**config.mk**
```make
export PLATFORM = sky130hd
export DESIGN_NAME = draw_engine_flat
export DESIGN_NICKNAME = d
export VERILOG_FILES = /design/src/rtl/draw_pkg.sv /design/src/rtl/draw_if.sv /design/src/rtl/rect_scan.sv /design/src/rtl/draw_engine.sv /design/src/flat_wrapper.sv
export SDC_FILE = /design/constraint.sdc
export NUM_CORES = 1
export LEC_CHECK = 0
export CAP_MARGIN = 20
export CORE_ASPECT_RATIO = 1.1
export CORE_MARGIN = 1
export CORE_UTILIZATION = 35
export DETAILED_ROUTE_END_ITERATION = 7
export PLACE_DENSITY = 0.63
export SLEW_MARGIN = 15
export SYNTH_ARGS = -nofsm -noshare
export SYNTH_HDL_FRONTEND = slang
export SYNTH_HIERARCHICAL = 1
export SYNTH_SLANG_ARGS = --single-unit
```
**constraint.sdc**
```tcl
create_clock -name clk -period 10.2 [get_ports clk]
set_clock_uncertainty 0.05 [all_clocks]
set_input_delay 1.02 -clock clk [delete_from_list [all_inputs] [get_ports clk]]
set_output_delay 1.02 -clock clk [all_outputs]
set_load 0.01 [all_outputs]
```
**src/rtl/draw_pkg.sv**
```systemverilog
// rtl/draw_pkg.sv - shared FSM encoding, colours and screen limits for draw_engine
package draw_pkg;

  typedef enum logic [1:0] {
    ST_IDLE   = 2'd0,
    ST_LOAD   = 2'd1,
    ST_DRAW   = 2'd2,
    ST_FINISH = 2'd3
  } state_e;

  localparam logic [2:0] COLOUR_ERASE = 3'b011;
  localparam logic [2:0] COLOUR_BIRD  = 3'b110;
  localparam logic [2:0] COLOUR_WALL  = 3'b010;

  localparam int SCREEN_W = 160;
  localparam int SCREEN_H = 120;

  // True when v lies in the half-open span [lo, lo+len); 9 bits keep lo+len from wrapping
  function automatic logic in_span(input logic [8:0] v, input logic [8:0] lo,
                                   input logic [8:0] len);
    in_span = (v >= lo) && (v < lo + len);
  endfunction

endpackage

```
**src/rtl/draw_if.sv**
```systemverilog
// rtl/draw_if.sv - request, status and VGA pixel port bundle of draw_engine
interface draw_if;

  logic       start;
  logic       obj_sel;
  logic       erase;
  logic [7:0] obj_x;
  logic [6:0] obj_y;
  logic [6:0] gap_y;
  logic       busy;
  logic       done;
  logic [7:0] vga_x;
  logic [6:0] vga_y;
  logic [2:0] vga_colour;
  logic       vga_plot;
  logic       touched;

  modport master (
    output start, obj_sel, erase, obj_x, obj_y, gap_y,
    input  busy, done, vga_x, vga_y, vga_colour, vga_plot, touched
  );

  modport slave (
    input  start, obj_sel, erase, obj_x, obj_y, gap_y,
    output busy, done, vga_x, vga_y, vga_colour, vga_plot, touched
  );

endinterface

```
**src/rtl/rect_scan.sv**
```systemverilog
// rtl/rect_scan.sv - row-major column/row counter with last-pixel flag
module rect_scan (
  input  logic       clk,
  input  logic       resetn,
  input  logic       clear_i,
  input  logic       en_i,
  input  logic [7:0] width_i,
  input  logic [6:0] height_i,
  output logic [7:0] col_o,
  output logic [6:0] row_o,
  output logic       last_o
);

  logic [7:0] col_q, col_d;
  logic [6:0] row_q, row_d;
  logic       col_wrap;

  assign col_wrap = (col_q == width_i - 8'd1);

  // Advance one pixel per enabled cycle, wrapping the column into the next row
  always_comb begin
    col_d = col_q;
    row_d = row_q;
    if (clear_i) begin
      col_d = '0;
      row_d = '0;
    end else if (en_i) begin
      if (col_wrap) begin
        col_d = '0;
        row_d = row_q + 7'd1;
      end else begin
        col_d = col_q + 8'd1;
      end
    end
  end

  // Counter registers
  always_ff @(posedge clk) begin
    if (!resetn) begin
      col_q <= '0;
      row_q <= '0;
    end else begin
      col_q <= col_d;
      row_q <= row_d;
    end
  end

  assign col_o  = col_q;
  assign row_o  = row_q;
  assign last_o = col_wrap && (row_q == height_i - 7'd1);

endmodule

```
**src/rtl/draw_engine.sv**
```systemverilog
// rtl/draw_engine.sv - bird/wall rectangle painter for the VGA adapter; DRAW_COLLIDE_EN adds the overlap flag
module draw_engine
  import draw_pkg::*;
#(
  parameter int BIRD_W = 4,
  parameter int BIRD_H = 4,
  parameter int WALL_W = 8,
  parameter int GAP_H  = 32
) (
  input logic   clk,
  input logic   resetn,
  draw_if.slave bus
);

  state_e     state_q, state_d;
  logic       sel_q;
  logic       erase_q;
  logic [7:0] x_q;
  logic [6:0] y_q;
  logic [6:0] gap_q;

  logic [7:0] bird_x_q;
  logic [6:0] bird_y_q;
  logic       bird_valid_q;

  logic       accept;
  logic       scan_clear;
  logic       scan_en;
  logic [7:0] scan_w;
  logic [6:0] scan_h;
  logic [7:0] col;
  logic [6:0] row;
  logic       last;

  logic [8:0] x_full;
  logic [6:0] y_base;
  logic [7:0] y_full;
  logic       drawing;
  logic       on_screen;
  logic       in_gap;
  logic       plot;
  logic [2:0] colour;

  assign accept = (state_q == ST_IDLE) && bus.start;

  // Capture the request parameters; starts outside IDLE never reach here
  always_ff @(posedge clk) begin
    if (!resetn) begin
      sel_q   <= 1'b0;
      erase_q <= 1'b0;
      x_q     <= '0;
      y_q     <= '0;
      gap_q   <= '0;
    end else if (accept) begin
      sel_q   <= bus.obj_sel;
      erase_q <= bus.erase;
      x_q     <= bus.obj_x;
      y_q     <= bus.obj_y;
      gap_q   <= bus.gap_y;
    end
  end

  // Remember where the bird was last painted so walls can test against it
  always_ff @(posedge clk) begin
    if (!resetn) begin
      bird_x_q     <= '0;
      bird_y_q     <= '0;
      bird_valid_q <= 1'b0;
    end else if (accept && bus.obj_sel && !bus.erase) begin
      bird_x_q     <= bus.obj_x;
      bird_y_q     <= bus.obj_y;
      bird_valid_q <= 1'b1;
    end
  end

  // FSM state register
  always_ff @(posedge clk) begin
    if (!resetn) state_q <= ST_IDLE;
    else         state_q <= state_d;
  end

  // FSM next state and counter control
  always_comb begin
    state_d    = state_q;
    scan_clear = 1'b0;
    scan_en    = 1'b0;
    case (state_q)
      ST_IDLE:   if (bus.start) state_d = ST_LOAD;
      ST_LOAD: begin
        scan_clear = 1'b1;
        state_d    = ST_DRAW;
      end
      ST_DRAW: begin
        scan_en = 1'b1;
        if (last) state_d = ST_FINISH;
      end
      ST_FINISH: state_d = ST_IDLE;
      default:   state_d = ST_IDLE;
    endcase
  end

  assign scan_w = sel_q ? 8'(BIRD_W) : 8'(WALL_W);
  assign scan_h = sel_q ? 7'(BIRD_H) : 7'(SCREEN_H);

  rect_scan u_scan (
    .clk      (clk),
    .resetn   (resetn),
    .clear_i  (scan_clear),
    .en_i     (scan_en),
    .width_i  (scan_w),
    .height_i (scan_h),
    .col_o    (col),
    .row_o    (row),
    .last_o   (last)
  );

  // Untruncated coordinates decide clipping; the ports only carry the low bits
  assign x_full    = {1'b0, x_q} + {1'b0, col};
  assign y_base    = sel_q ? y_q : 7'd0;
  assign y_full    = {1'b0, y_base} + {1'b0, row};
  assign drawing   = (state_q == ST_DRAW);
  assign on_screen = (x_full < 9'(SCREEN_W)) && (y_full < 8'(SCREEN_H));
  assign in_gap    = !sel_q && in_span({2'b00, row}, {2'b00, gap_q}, 9'(GAP_H));
  assign plot      = drawing && on_screen && !in_gap;
  assign colour    = erase_q ? COLOUR_ERASE : (sel_q ? COLOUR_BIRD : COLOUR_WALL);

  assign bus.busy       = (state_q != ST_IDLE);
  assign bus.done       = (state_q == ST_FINISH);
  assign bus.vga_plot   = plot;
  assign bus.vga_x      = drawing ? x_full[7:0] : 8'd0;
  assign bus.vga_y      = drawing ? y_full[6:0] : 7'd0;
  assign bus.vga_colour = drawing ? colour : 3'd0;

`ifdef DRAW_COLLIDE_EN
  logic touched_q, touched_d;
  logic hit;

  assign hit = bird_valid_q
            && in_span(x_full, {1'b0, bird_x_q}, 9'(BIRD_W))
            && in_span({1'b0, y_full}, {2'b00, bird_y_q}, 9'(BIRD_H));

  // Sticky overlap flag: a painted wall pixel landing on the bird box
  always_comb begin
    touched_d = touched_q;
    if (plot && !sel_q && !erase_q && hit) touched_d = 1'b1;
  end

  // Overlap flag register, cleared only by reset
  always_ff @(posedge clk) begin
    if (!resetn) touched_q <= 1'b0;
    else         touched_q <= touched_d;
  end

  assign bus.touched = touched_q;
`else
  logic bird_box_unused;
  assign bird_box_unused = ^{bird_x_q, bird_y_q, bird_valid_q};
  assign bus.touched     = 1'b0;
`endif

endmodule

```
**src/flat_wrapper.sv**
```systemverilog
// flat-port wrapper written by rule: the top's interface ports become plain ports
module draw_engine_flat import draw_pkg::*;
#(
  parameter int BIRD_W = 4,
  parameter int BIRD_H = 4,
  parameter int WALL_W = 8,
  parameter int GAP_H  = 32
)
  (clk, resetn, bus_start, bus_obj_sel, bus_erase, bus_obj_x, bus_obj_y, bus_gap_y, bus_busy, bus_done, bus_vga_x, bus_vga_y, bus_vga_colour, bus_vga_plot, bus_touched);
  draw_if bus_i ();
  input logic clk;
  input logic resetn;
  input wire logic [$bits(bus_i.start)-1:0] bus_start;
  input wire logic [$bits(bus_i.obj_sel)-1:0] bus_obj_sel;
  input wire logic [$bits(bus_i.erase)-1:0] bus_erase;
  input wire logic [$bits(bus_i.obj_x)-1:0] bus_obj_x;
  input wire logic [$bits(bus_i.obj_y)-1:0] bus_obj_y;
  input wire logic [$bits(bus_i.gap_y)-1:0] bus_gap_y;
  output wire logic [$bits(bus_i.busy)-1:0] bus_busy;
  output wire logic [$bits(bus_i.done)-1:0] bus_done;
  output wire logic [$bits(bus_i.vga_x)-1:0] bus_vga_x;
  output wire logic [$bits(bus_i.vga_y)-1:0] bus_vga_y;
  output wire logic [$bits(bus_i.vga_colour)-1:0] bus_vga_colour;
  output wire logic [$bits(bus_i.vga_plot)-1:0] bus_vga_plot;
  output wire logic [$bits(bus_i.touched)-1:0] bus_touched;
  assign bus_i.start = bus_start;
  assign bus_i.obj_sel = bus_obj_sel;
  assign bus_i.erase = bus_erase;
  assign bus_i.obj_x = bus_obj_x;
  assign bus_i.obj_y = bus_obj_y;
  assign bus_i.gap_y = bus_gap_y;
  assign bus_busy = bus_i.busy;
  assign bus_done = bus_i.done;
  assign bus_vga_x = bus_i.vga_x;
  assign bus_vga_y = bus_i.vga_y;
  assign bus_vga_colour = bus_i.vga_colour;
  assign bus_vga_plot = bus_i.vga_plot;
  assign bus_touched = bus_i.touched;
  draw_engine #(.BIRD_W(BIRD_W), .BIRD_H(BIRD_H), .WALL_W(WALL_W), .GAP_H(GAP_H)) u_core (.clk(clk), .resetn(resetn), .bus(bus_i));
endmodule
```
* After elaboration in Yosys (flattened, before gate mapping)
Cells that the tools add are included.
** Word-level totals
- Register bits :: 41
- Input bits :: 27
- Output and inout bits :: 22
- Logic and storage cells :: 55
** Cells by class
- $add $sub $neg :: 7
- Order comparisons :: 4
- Equal/unequal tests :: 7
- Mux-type cells :: 14
- Bitwise operators :: 1
- Reduce and logical (&&, ||, !) cells :: 14
** Operators with widths (number)
- 7-bit two-way mux :: 3
- 8-bit two-way mux :: 2
- 8-bit by 8-bit adder with 9-bit output :: 1
- 7-bit by 9-bit less-than comparator with 1-bit output :: 1
- 9-bit by 8-bit less-than comparator with 1-bit output, second input constant :: 1
- 3-bit two-way mux :: 3
- 7-bit by 6-bit adder with 8-bit output, second input constant :: 1
- 7-bit by 7-bit adder with 8-bit output :: 1
- 8-bit by 1-bit adder with 8-bit output, second input constant :: 1
- 8-bit == test :: 1
- 8-bit by 7-bit less-than comparator with 1-bit output, second input constant :: 1
- 2-bit one-hot mux with 4 select lines :: 1
- 8-bit by 1-bit subtractor with 8-bit output, second input constant :: 1
- 7-bit by 1-bit adder with 7-bit output, second input constant :: 1
- 7-bit == test :: 1
- 7-bit >= comparator :: 1
- 1-bit logical AND :: 7
- 7-bit by 1-bit subtractor with 7-bit output, second input constant :: 1
- 2-bit == test, second input constant :: 2
- 2-bit two-way mux :: 2
- 4-bit two-way mux :: 1
- 2-bit AND reduction :: 2
- 2-bit by 1-bit == test with 1-bit output, second input constant :: 1
- 1-bit zero test :: 2
- 7 further kinds :: 8

* Longest topological paths before layout
Gate-level depths: netlist (run 1).
- Depth after elaboration :: 6
- Gate-level depth with buffers :: 12
- Depth with buffers taken out :: 12

* Modules after synthesis
Netlist (run 1), hierarchy kept.
** By module, submodules not included
- draw_engine :: times used 1, cells an instance 265, area an instance 2089.5 µm²
- rect_scan :: times used 1, cells an instance 146, area an instance 1174.9 µm²

* Least setup slack after synthesis (run 1)
Ideal clock, no wire load.
- Path type :: reg2out
- Start :: reg u_core.sel_q
- End :: out bus_vga_plot
- Arrival time :: 2.308 ns
- Required time :: 9.130 ns
- Slack :: 6.822 ns
- Cell stages (with the launch flop) :: 12
- Path buffers :: 1
- Cells stage by stage :: dfxtp_1 clkbuf_1 and2_1 ha_1 inv_1 fa_1 nor2b_4 o21a_1 o21a_1 o311ai_2 nand4_1 and4_1
** On the way
- Word-level cells in the longest chain between the ends :: 6
- Elaborated cells between the ends (all ways) :: 9
- Those cells by class :: add/sub: 1; order compare: 1; mux: 1; reduce/logical: 6
** RTL lines
- from (decl) :: line draw_engine.sv:16 : logic sel_q;
- from (signal assigned) :: line draw_engine.sv:55 : sel_q <= bus.obj_sel;
- 7-bit two-way mux :: line draw_engine.sv:119 : assign y_base = sel_q ? y_q : 7'd0;
- 7-bit by 7-bit adder with 8-bit output :: line draw_engine.sv:120 : assign y_full = {1'b0, y_base} + {1'b0, row};
- 8-bit by 7-bit less-than comparator with 1-bit output :: line draw_engine.sv:122 : assign on_screen = (x_full < 9'(SCREEN_W)) && (y_full < 8'(SCREEN_H));
- 1-bit logical AND :: line draw_engine.sv:122
- 1-bit logical AND :: line draw_engine.sv:124 : assign plot = drawing && on_screen && !in_gap;
- 1-bit logical AND * :: line draw_engine.sv:124
- to (decl) :: line flat_wrapper.sv:24 : output wire logic [$bits(bus_i.vga_plot)-1:0] bus_vga_plot;
Mark *: on every way between the ends. The rest lies on a longest branch, timed or not.

* Final worst setup path (run 1)
Same ends and word-level chain as after synthesis.

==> results.sh, run 1 <==
export IMPL_status="complete, no violations"
export IMPL_dp_hpwl_microns=5840
export IMPL_core_rowCount=36
export IMPL_critPathMaxFanout=20
export IMPL_io_buffers=47
export IMPL_grt_pass1_vias=2780
export IMPL_viasPerCell=4.94
export IMPL_r2r_worst_path_cells=11
export IMPL_cts_tree="built"
export IMPL_worstSkewPairLatency_ns=0.29
export IMPL_endpoint_kind="output pin"
export IMPL_antenna_found_initial=0
export IMPL_via_count=2926
export IMPL_h_tree_depth=2
export IMPL_die_h_microns=103
export IMPL_synth_async_sr_flop_share_pct=0
export IMPL_die_w_microns=94.1
export IMPL_synth_edf_count=0
export IMPL_synthesis_area_sq_um=3260
export IMPL_hold_viol_final=0
export IMPL_crit_type="reg2out"
export IMPL_ys_seq_area_share_pct=25.1
export IMPL_cp_start_kind="register"
export IMPL_fmaxAchievable_ghz=0.225
export IMPL_wl_per_cell_microns=12.9
export IMPL_path_clk_slew_ns=0.08
export IMPL_grt_start_max_net_pins=33
export IMPL_slew_violations=0
export IMPL_total_power_uw=499
export IMPL_drtIter0Drc=126
export IMPL_synth_warning_count=6
export IMPL_syn_to_final_growth_pct=23.0
export IMPL_synth_seq_cells=41
export IMPL_drc_errors=0
export IMPL_cts_resized=0
export IMPL_cts_hold_buffers_added=0
export IMPL_hold_path_depth=2
export IMPL_postSynthCellCount=411
export IMPL_maxCapViolCount=0
export IMPL_yosys_most_used_dff="dfxtp_1"
export IMPL_antenna_left=0
export IMPL_clockRootBuffer="clkbuf_8"
export IMPL_ir_drop_mv=0.0904
export IMPL_period_minus_slack_ns=4.45
export IMPL_diodes=0
export IMPL_final_setup_worst_slack_ns=5.75
export IMPL_grt_pass1_wl_microns=13300
export IMPL_initial_core_util_pct=36.4
export IMPL_hold_class="reg2reg"
export IMPL_crit_arrival_ns=3.38
export IMPL_layout_drive_gt1_share_pct=5.02
export IMPL_grt_overflow_total=0
export IMPL_cts_setup_buffers=0
export IMPL_grt_use_total_pct=17.4
export IMPL_nets=540
export IMPL_relSlewSlack_pct=40.8
export IMPL_p_per_area_nw_per_um2=124
export IMPL_period_share_pct=43.6
export IMPL_pin_count=49
export IMPL_finalSetupViolCount=0
export IMPL_firstDrtPassIters=4
export IMPL_required_ns=9.13
export IMPL_place_congestion=0.811
export IMPL_clockBufferDepth=2
export IMPL_yosysUniqueCellTypes=59
export IMPL_tns_ns=0
export IMPL_drt_total_wl_microns=7660
export IMPL_core_area_sq_um=8960
export IMPL_cts_sinks=41
export IMPL_place_ws_ns=6.06
export IMPL_die_area_sq_um=9720
export IMPL_grt_setup_unrepaired="no"
export IMPL_tightest_slew_ns=0.889
export IMPL_p_leak_nw=1.59
export IMPL_cts_buffers=5
export IMPL_synth_area_per_cell_sq_um=7.94
cells by family (layout without fill, tap and decap cells):
logic type                 after synthesis  after routing  synth area share, %
DFF                                     41             41                 25.1
muxes                                    4              4                 1.23
other                                    1             28                0.115
xor gates and xnor gates                28             28                 7.51
buffers and inverters                   43             83                 5.52
adders and majority gates               36             36                 14.3
AOI/OAI and AO/OA                       93             93                 20.8
and+or+nand+nor                        165            165                 25.4
cell type report:
cell class                 count  area (sq um)
clock inverter                 1          5.00
inverter                      25          93.8
fill                         900          4950
multi-input combinational    354          2360
timing repair buffer          50           493
clock buffer                   7          96.3
sequential                    41           821
tap                          114           143
synthesized netlist by cell type (all sizes together), types with 8 or more instances:
| cell | n | area share, % |
|---|---|---|
| and2 | 19 | 3.7 |
| a21boi | 24 | 5.5 |
| nor2 | 19 | 2.2 |
| inv | 25 | 2.9 |
| xnor2 | 17 | 4.6 |
| nand3 | 10 | 1.5 |
| o21ai | 14 | 2.1 |
| dfxtp | 41 | 25 |
| clkbuf | 14 | 1.9 |
| xor2 | 11 | 3.0 |
| nand2b | 8 | 1.5 |
| ha | 34 | 13 |
| nand2 | 69 | 7.9 |
| a21oi | 12 | 1.8 |
| nor3 | 10 | 1.5 |
through the flow:
| stage | hold WS [ns] | util, % | cells | area (sq um) |
|---|---|---|---|---|
| floorplan | 0.389 | - | 438 | 3370 |
| global route | 0.443 | 44.8 | 592 | 4020 |
| global placement | 0.408 | 43.7 | 584 | 3920 |
| detailed placement | 0.406 | 43.7 | 584 | 3920 |
| CTS | 0.417 | 44.8 | 592 | 4020 |
| finish | 0.418 | 44.8 | 592 | 4020 |
path summary, 6_finish.rpt:
check                  startpoint                 to  slack (ns)
setup / recovery     u_core/sel_q       bus_vga_plot        5.75
setup reg to reg     u_core/sel_q  u_core/state_q[1]        6.39
hold reg to reg   u_core/gap_q[1]    u_core/gap_q[1]        0.42
hold / removal    u_core/gap_q[1]    u_core/gap_q[1]        0.42
flip-flops by register name (all words and copies together) (netlist names):
signal / cells
u_core/y_q: 7
u_core/gap_q: 7
u_core/sel_q: 1
u_core/x_q: 8
u_core/u_scan/col_o: 8
u_core/u_scan/row_o: 7
u_core/erase_q: 1
u_core/state_q: 2
report_power, final:
part | switching, mW | internal, mW | leakage [nW]
Combinational | 0.102 | 0.0764 | 1.20
Sequential | 0.0208 | 0.182 | 0.334
Clock | 0.0568 | 0.0612 | 0.0542
Total | 0.180 | 0.319 | 1.59
metal layers:
layer,vias up,track usage (%),part of all wire [%]
met4,0,5.44,1.4
met5,-,0,0
met3,8,2.12,4.7
met1,1303,23.5,49
met2,80,29.1,45
li1,1535,-,-
placed cells by master, fill, tap and decap left out, drive strengths merged, types with 2 or more instances in the layout:
cell | Yosys | layout
a21boi | 24 | 24
ha | 34 | 34
nor2 | 19 | 19
a221oi | 2 | 2
nor2b | 7 | 7
nand3 | 10 | 10
nand2b | 8 | 8
nor3 | 10 | 10
a21oi | 12 | 12
o31ai | 2 | 2
xor2 | 11 | 11
o21ai | 14 | 14
a211oi | 6 | 6
nand3b | 4 | 4
nand2 | 69 | 69
o41ai | 2 | 2
buf | 4 | 3
nor4 | 2 | 2
and2 | 19 | 19
o2111ai | 3 | 3
o211ai | 4 | 4
o311ai | 4 | 4
xnor2 | 17 | 17
o21bai | 3 | 3
inv | 25 | 25
o21a | 3 | 3
dfxtp | 41 | 41
clkbuf | 14 | 7
or4 | 3 | 3
a21o | 4 | 4
clkdlybuf4s50 | 0 | 47
fa | 2 | 2
mux2i | 4 | 4
nand4b | 2 | 2
nand4 | 6 | 6
a31oi | 4 | 4
conb | 1 | 28
critical path, cell delays in order, from the launching register on:
cell and delay (ns):
dfxtp_1 0.71, and2_1 0.23, ha_1 0.19, inv_1 0.06, fa_1 0.42, nor2b_4 0.15
o21a_1 0.16, o21a_1 0.16, o311ai_2 0.11, nand4_1 0.13, and4_1 0.22, clkdlybuf4s50_1 0.54
No activity file was read; power rests on OpenSTA's default activity.
==> run 2, diff against run 1 <==
--- a/config.mk
+++ b/config.mk
@@ -10,7 +10,7 @@
 export CORE_MARGIN = 1
 export CORE_UTILIZATION = 35
 export DETAILED_ROUTE_END_ITERATION = 7
-export PLACE_DENSITY = 0.63
+export PLACE_DENSITY = 0.65
 export SLEW_MARGIN = 15
 export SYNTH_ARGS = -nofsm -noshare
 export SYNTH_HDL_FRONTEND = slang
==> constraint.sdc (replaced) <==
create_clock -name clk -period 3.7 [get_ports clk]
set_clock_uncertainty 0.05 [all_clocks]
set_input_delay 0.37 -clock clk [delete_from_list [all_inputs] [get_ports clk]]
set_output_delay 0.37 -clock clk [all_outputs]
set_load 0.01 [all_outputs]
==> run 2 against run 1 <==
Net effect: first-iteration DRC count down 21%; total power rose to 2.9 times the previous value; non-clock buffer count up 2; largest cell class unchanged; critical endpoint unchanged; hold slack worse by 0.00083 ns; combinational power rose to 2.9 times the previous value; critical path depth unchanged; clock-buffer cell count down 1; register-to-register slack worse by 5.7 ns; core utilization up 0.38 points; clock power rose to 3.2 times the previous value; cell area up 0.84%.
==> results.sh, run 2 (synthesis gave the netlist of run 1 again) <==
export IMPL_status="complete, no violations"
export IMPL_slew_violations=0
export IMPL_layout_drive_gt1_share_pct=5.42
export IMPL_max_stage_delay_ns=0.54
export IMPL_r2r_start="u_core/sel_q"
export IMPL_cts_resized=0
export IMPL_h_tree_depth=2
export IMPL_critPathSlowestCell="clkdlybuf4s50_1"
export IMPL_hold_end="u_core/y_q[2]"
export IMPL_cp_num_buf_inv=2
export IMPL_viasPerCell=5.00
export IMPL_grt_setup_unrepaired="no"
export IMPL_diodes=0
export IMPL_worst_r2r_endpoint="u_core/state_q[1]"
export IMPL_grt_use_total_pct=17.2
export IMPL_r2r_setup_slack_ns=0.67
export IMPL_cts_sinks=41
export IMPL_io_buffers=47
export IMPL_cts_buffers=5
export IMPL_wl_met1_microns=3600
export IMPL_period_minus_slack_ns=3.43
export IMPL_finalSetupViolCount=0
export IMPL_antenna_left=0
export IMPL_die_w_microns=94.1
export IMPL_cp_start_kind="register"
export IMPL_ir_drop_mv=0.419
export IMPL_hold_class="reg2reg"
export IMPL_core_rowCount=36
export IMPL_cts_tree="built"
export IMPL_r2r_worst_path_cells=10
export IMPL_p_leak_nw=1.60
export IMPL_fmaxAchievable_ghz=0.291
export IMPL_final_area_sq_um=4050
export IMPL_grt_pass1_wl_microns=13300
export IMPL_crit_type="reg2out"
export IMPL_p_per_area_nw_per_um2=356
export IMPL_drtIter0Drc=100
export IMPL_total_power_mw=1.44
export IMPL_clockBufferDepth=2
export IMPL_initial_core_util_pct=36.4
export IMPL_dpl_cell_area_sq_um=3930
export IMPL_nets=542
export IMPL_worstHoldStart="u_core/y_q[2]"
export IMPL_antenna_found_initial=0
export IMPL_final_common_cell="nand2_1"
export IMPL_dp_hpwl_microns=5980
export IMPL_firstDrtPassIters=4
export IMPL_pin_count=49
export IMPL_grt_start_max_net_pins=29
export IMPL_tns_ns=0
export IMPL_crit_path_frequent_cell="o21a_1"
export IMPL_worstSkewPairLatency_ns=0.29
export IMPL_met3WireLength_microns=318
export IMPL_wl_met2_microns=3600
export IMPL_path_clk_slew_ns=0.08
export IMPL_cts_hold_buffers_added=0
export IMPL_via_count=2971
export IMPL_worstPathCellList="and2_1 -> ha_1 -> inv_1 -> fa_1 -> nor2b_4 -> o21a_1 -> o21a_1 -> o311ai_2 -> nand4_1 -> and4_1 -> clkdlybuf4s50_1"
export IMPL_route_top_layer_used="met4"
export IMPL_critPathMaxFanout=9
export IMPL_drc_errors=0
export IMPL_syn_to_final_growth_pct=24.1
export IMPL_tightest_slew_ns=0.815
export IMPL_required_ns=3.28
export IMPL_core_area_sq_um=8960
export IMPL_drt_total_wl_microns=7650
export IMPL_wl_per_cell_microns=12.9
export IMPL_hold_path_depth=2
export IMPL_cts_setup_buffers=0
export IMPL_clockRootBuffer="clkbuf_8"
export IMPL_mostFrequentLayoutCells="nand2_1, clkdlybuf4s50_1, dfxtp_1"
export IMPL_relSlewSlack_pct=45.7
export IMPL_grt_overflow_total=0
export IMPL_die_h_microns=103
export IMPL_maxCapViolCount=0
export IMPL_cp_top_family="simple AND/OR/NAND/NOR gates"
export IMPL_hold_viol_final=0
export IMPL_grt_pass1_vias=2846
export IMPL_period_share_pct=92.7
export IMPL_place_congestion=0.839
export IMPL_crit_arrival_ns=3.01
export IMPL_endpoint_kind="output pin"
export IMPL_die_area_sq_um=9720
[run 2: cell types whose count changed in the layout (fill, tap and decap cells not counted), sizes merged]
cell,change
buf,+2
bufinv,+1
clkbuf,-1
clkinv,-1
clkinvlp,+1
[run 2: worst max path at each step]
stage	start	end	slack [ns]	cells after the start
CTS	u_core/sel_q	bus_vga_plot	0.25	11
finish	u_core/sel_q	bus_vga_plot	0.27	11
detailed placement	u_core/sel_q	bus_vga_plot	0.57	11
global placement	u_core/u_scan/col_o[0]	bus_vga_plot	0.64	9
floorplan	u_core/sel_q	u_core/state_q[1]	0.48	11
global route	u_core/sel_q	bus_vga_plot	0.07	11
[run 2: routing by layer]
| layer | vias up | track usage [%] |
|---|---|---|
| met4 | 0 | 5.21 |
| met3 | 10 | 2.34 |
| met2 | 63 | 29.0 |
| li1 | 1540 | - |
| met5 | - | 0 |
| met1 | 1358 | 22.9 |
[run 2: report_power, final]
| part | switching, mW | internal (mW) | total [mW] | leakage [nW] |
|---|---|---|---|---|
| Combinational | 0.291 | 0.218 | 0.510 | 1.21 |
| Clock | 0.164 | 0.220 | 0.383 | 0.0574 |
| Sequential | 0.0492 | 0.501 | 0.550 | 0.334 |
[run 2: tightest hold or removal path, delay by kind of cell (launching register included)]
kind            cells  cell delay [ns]
compound gates      1             0.06
simple gates        1             0.05
flops               1             0.31
[run 2: final cells by class]
cell class              instances  area [sq um]
fillers                       881          4910
inverters                      25          93.8
repair buffers                 52           508
clock inverters                 2          37.5
clock buffers                   6          82.6
well taps                     114           143
multi-input cells             354          2360
flip-flops and latches         41           821
[run 2: through the flow]
| step | utilization, % | hold WS (ns) | std cells | setup slack (ns) |
|---|---|---|---|---|
| after global placement | 43.8 | 0.399 | 586 | 0.643 |
| final | 45.2 | 0.417 | 594 | 0.269 |
| after global routing | 45.2 | 0.444 | 594 | 0.0707 |
| after floorplan | - | 0.389 | 438 | 0.476 |
| after CTS | 45.2 | 0.418 | 594 | 0.247 |
| after detailed placement | 43.8 | 0.406 | 586 | 0.572 |
==> edit, RTL diff (flow settings as in run 2) <==
Add a define of `DRAW_COLLIDE_EN`.
--- a/src/rtl/draw_engine.sv
+++ b/src/rtl/draw_engine.sv
@@ -1,3 +1,5 @@
 // rtl/draw_engine.sv - bird/wall rectangle painter for the VGA adapter; DRAW_COLLIDE_EN adds the overlap flag
+`define DRAW_COLLIDE_EN
+
 module draw_engine
   import draw_pkg::*;
Check against the original RTL: same outputs for any inputs over 10 cycles, from zero or initial values and one cycle with resetn low; that may be too few to reach the edited logic, so the function may still have changed.
==> edit against run 2 <==
  * Via count rose by 52%
  * Combinational power rose by 57%
  * Sequential cell count rose by 17
  * Cell area rose by 49%
  * Total power rose by 77%
  * Routed wire length rose by 70%
  * Area after synthesis rose by 49%
  * Hold slack got worse by 0.0092 ns
  * Setup slack got worse by 0.020 ns
==> edit: results (changes against run 2) <==
[sta]
slew_headroom=0.526  ; was 0.457
holdWs_ns=0.408  ; was 0.417 ns

[layout]
fillers=1337  ; was 881
nets=780  ; was 542
nClkBuffers=11  ; was 6
drive_gt1_frac=0.0737  ; was 0.0542
buffers_excl_clock=60  ; was 52
buffer_area_frac=0.0949  ; was 0.125
seq_share=0.193  ; was 0.203
inverters=46  ; was 25

[power]
power_w=0.00255  ; was 0.00144 W
power_density_nw_per_um2=423  ; was 356 nW/µm²
peakVddDrop_mv=0.302  ; was 0.419 mV
leakage_nw=2.45  ; was 1.60 nW

[setup_path]
rr_endpoint=u_core/bus.touched  ; was u_core/state_q[1]
crit_slowest_cell=or4_4  ; was clkdlybuf4s50_1
crit_path_max_incr_delay_ns=0.48  ; was 0.54 ns
cp_max_fo=7  ; was 9
cp_top_family=adder cells  ; was simple AND/OR/NAND/NOR gates

[routing]
drt_iter0_markers=199  ; was 100
routed_wl_mm=13.0  ; was 7.65 mm
num_vias=4529  ; was 2971
wl_met3_um=494  ; was 318 µm
met1_length_mm=6.06  ; was 3.60 mm

[synthesis]
synth_compound_area_frac=0.207  ; was 0.208
ys_top_cells_by_area=dfxtp_1 24%, ha_1 16%, nand2_1 8.0%  ; was dfxtp_1 25%, ha_1 13%, nand2_1 7.9%
synth_common_cells=103 x nand2_1, 64 x ha_1, 58 x dfxtp_1  ; was 69 x nand2_1, 41 x dfxtp_1, 34 x ha_1
avgSynthCellArea_um2=7.95  ; was 7.94 µm²
synth.distinct_cells=75  ; was 59
synth-xor-area-share=0.0631  ; was 0.0751
yosys.area_share.adder=0.173  ; was 0.143
synth_top_area_share=0.239  ; was 0.251
synth_seq_area_share=0.239  ; was 0.251

[placement]
hpwl_mm=10.1  ; was 5.98 mm
io_buffers=48  ; was 47
dpl_cell_area_um2=5650  ; was 3930 µm²
pre_cts_ws_ns=0.220  ; was 0.572 ns
place.gp.congestion=0.898  ; was 0.839
dp_cells=859  ; was 586

[global_route]
grt.met2_usage=0.321  ; was 0.290
grt_usage=0.192  ; was 0.172
grt_max_degree=25  ; was 29
globalRouteMet1Util=0.242  ; was 0.229

[status]
status=completed  ; unchanged

[clock_network]
clockRootBuffer=clkbuf_16  ; was clkbuf_8
cts_resized=2  ; was 0
insertion_delay_ns=0.33  ; was 0.29 ns
cts_sinks=58  ; was 41
path_clk_slew_ns=0.05  ; was 0.08 ns

[min_path]
min_to=u_core/y_q[4]  ; was u_core/y_q[2]
hold_start=u_core/y_q[4]  ; was u_core/y_q[2]

[floorplan]
die-area_um2=14300  ; was 9720 µm²

## edit: cell count changes in the layout (fill, tap and decap cells not counted), moves of 8 or more
cell and delta:
a21boi_0 -17, a21boi_1 +33, clkbuf_16 +9, dfxtp_1 +16, ha_1 +30, inv_1 +20, nand2_1 +34, nand3_1 +9
nor2_1 +8
## edit: worst max-delay path by stage
stage | depth (start not counted) | startpoint | endpoint
detailed placement | 11 | u_core/u_scan/col_o[0] | u_core/bus.touched
floorplan | 14 | u_core/sel_q | u_core/bus.touched
finish | 11 | u_core/u_scan/col_o[0] | u_core/bus.touched
global route | 11 | u_core/u_scan/col_o[0] | u_core/bus.touched
global placement | 11 | u_core/u_scan/col_o[0] | u_core/bus.touched
CTS | 9 | u_core/u_scan/col_o[0] | bus_vga_plot
## edit: where the power goes
group	switching, W	internal [W]
sequential	0.0000650	0.000698
clock	0.000300	0.000692
combinational	0.000461	0.000339
total	0.000826	0.00173
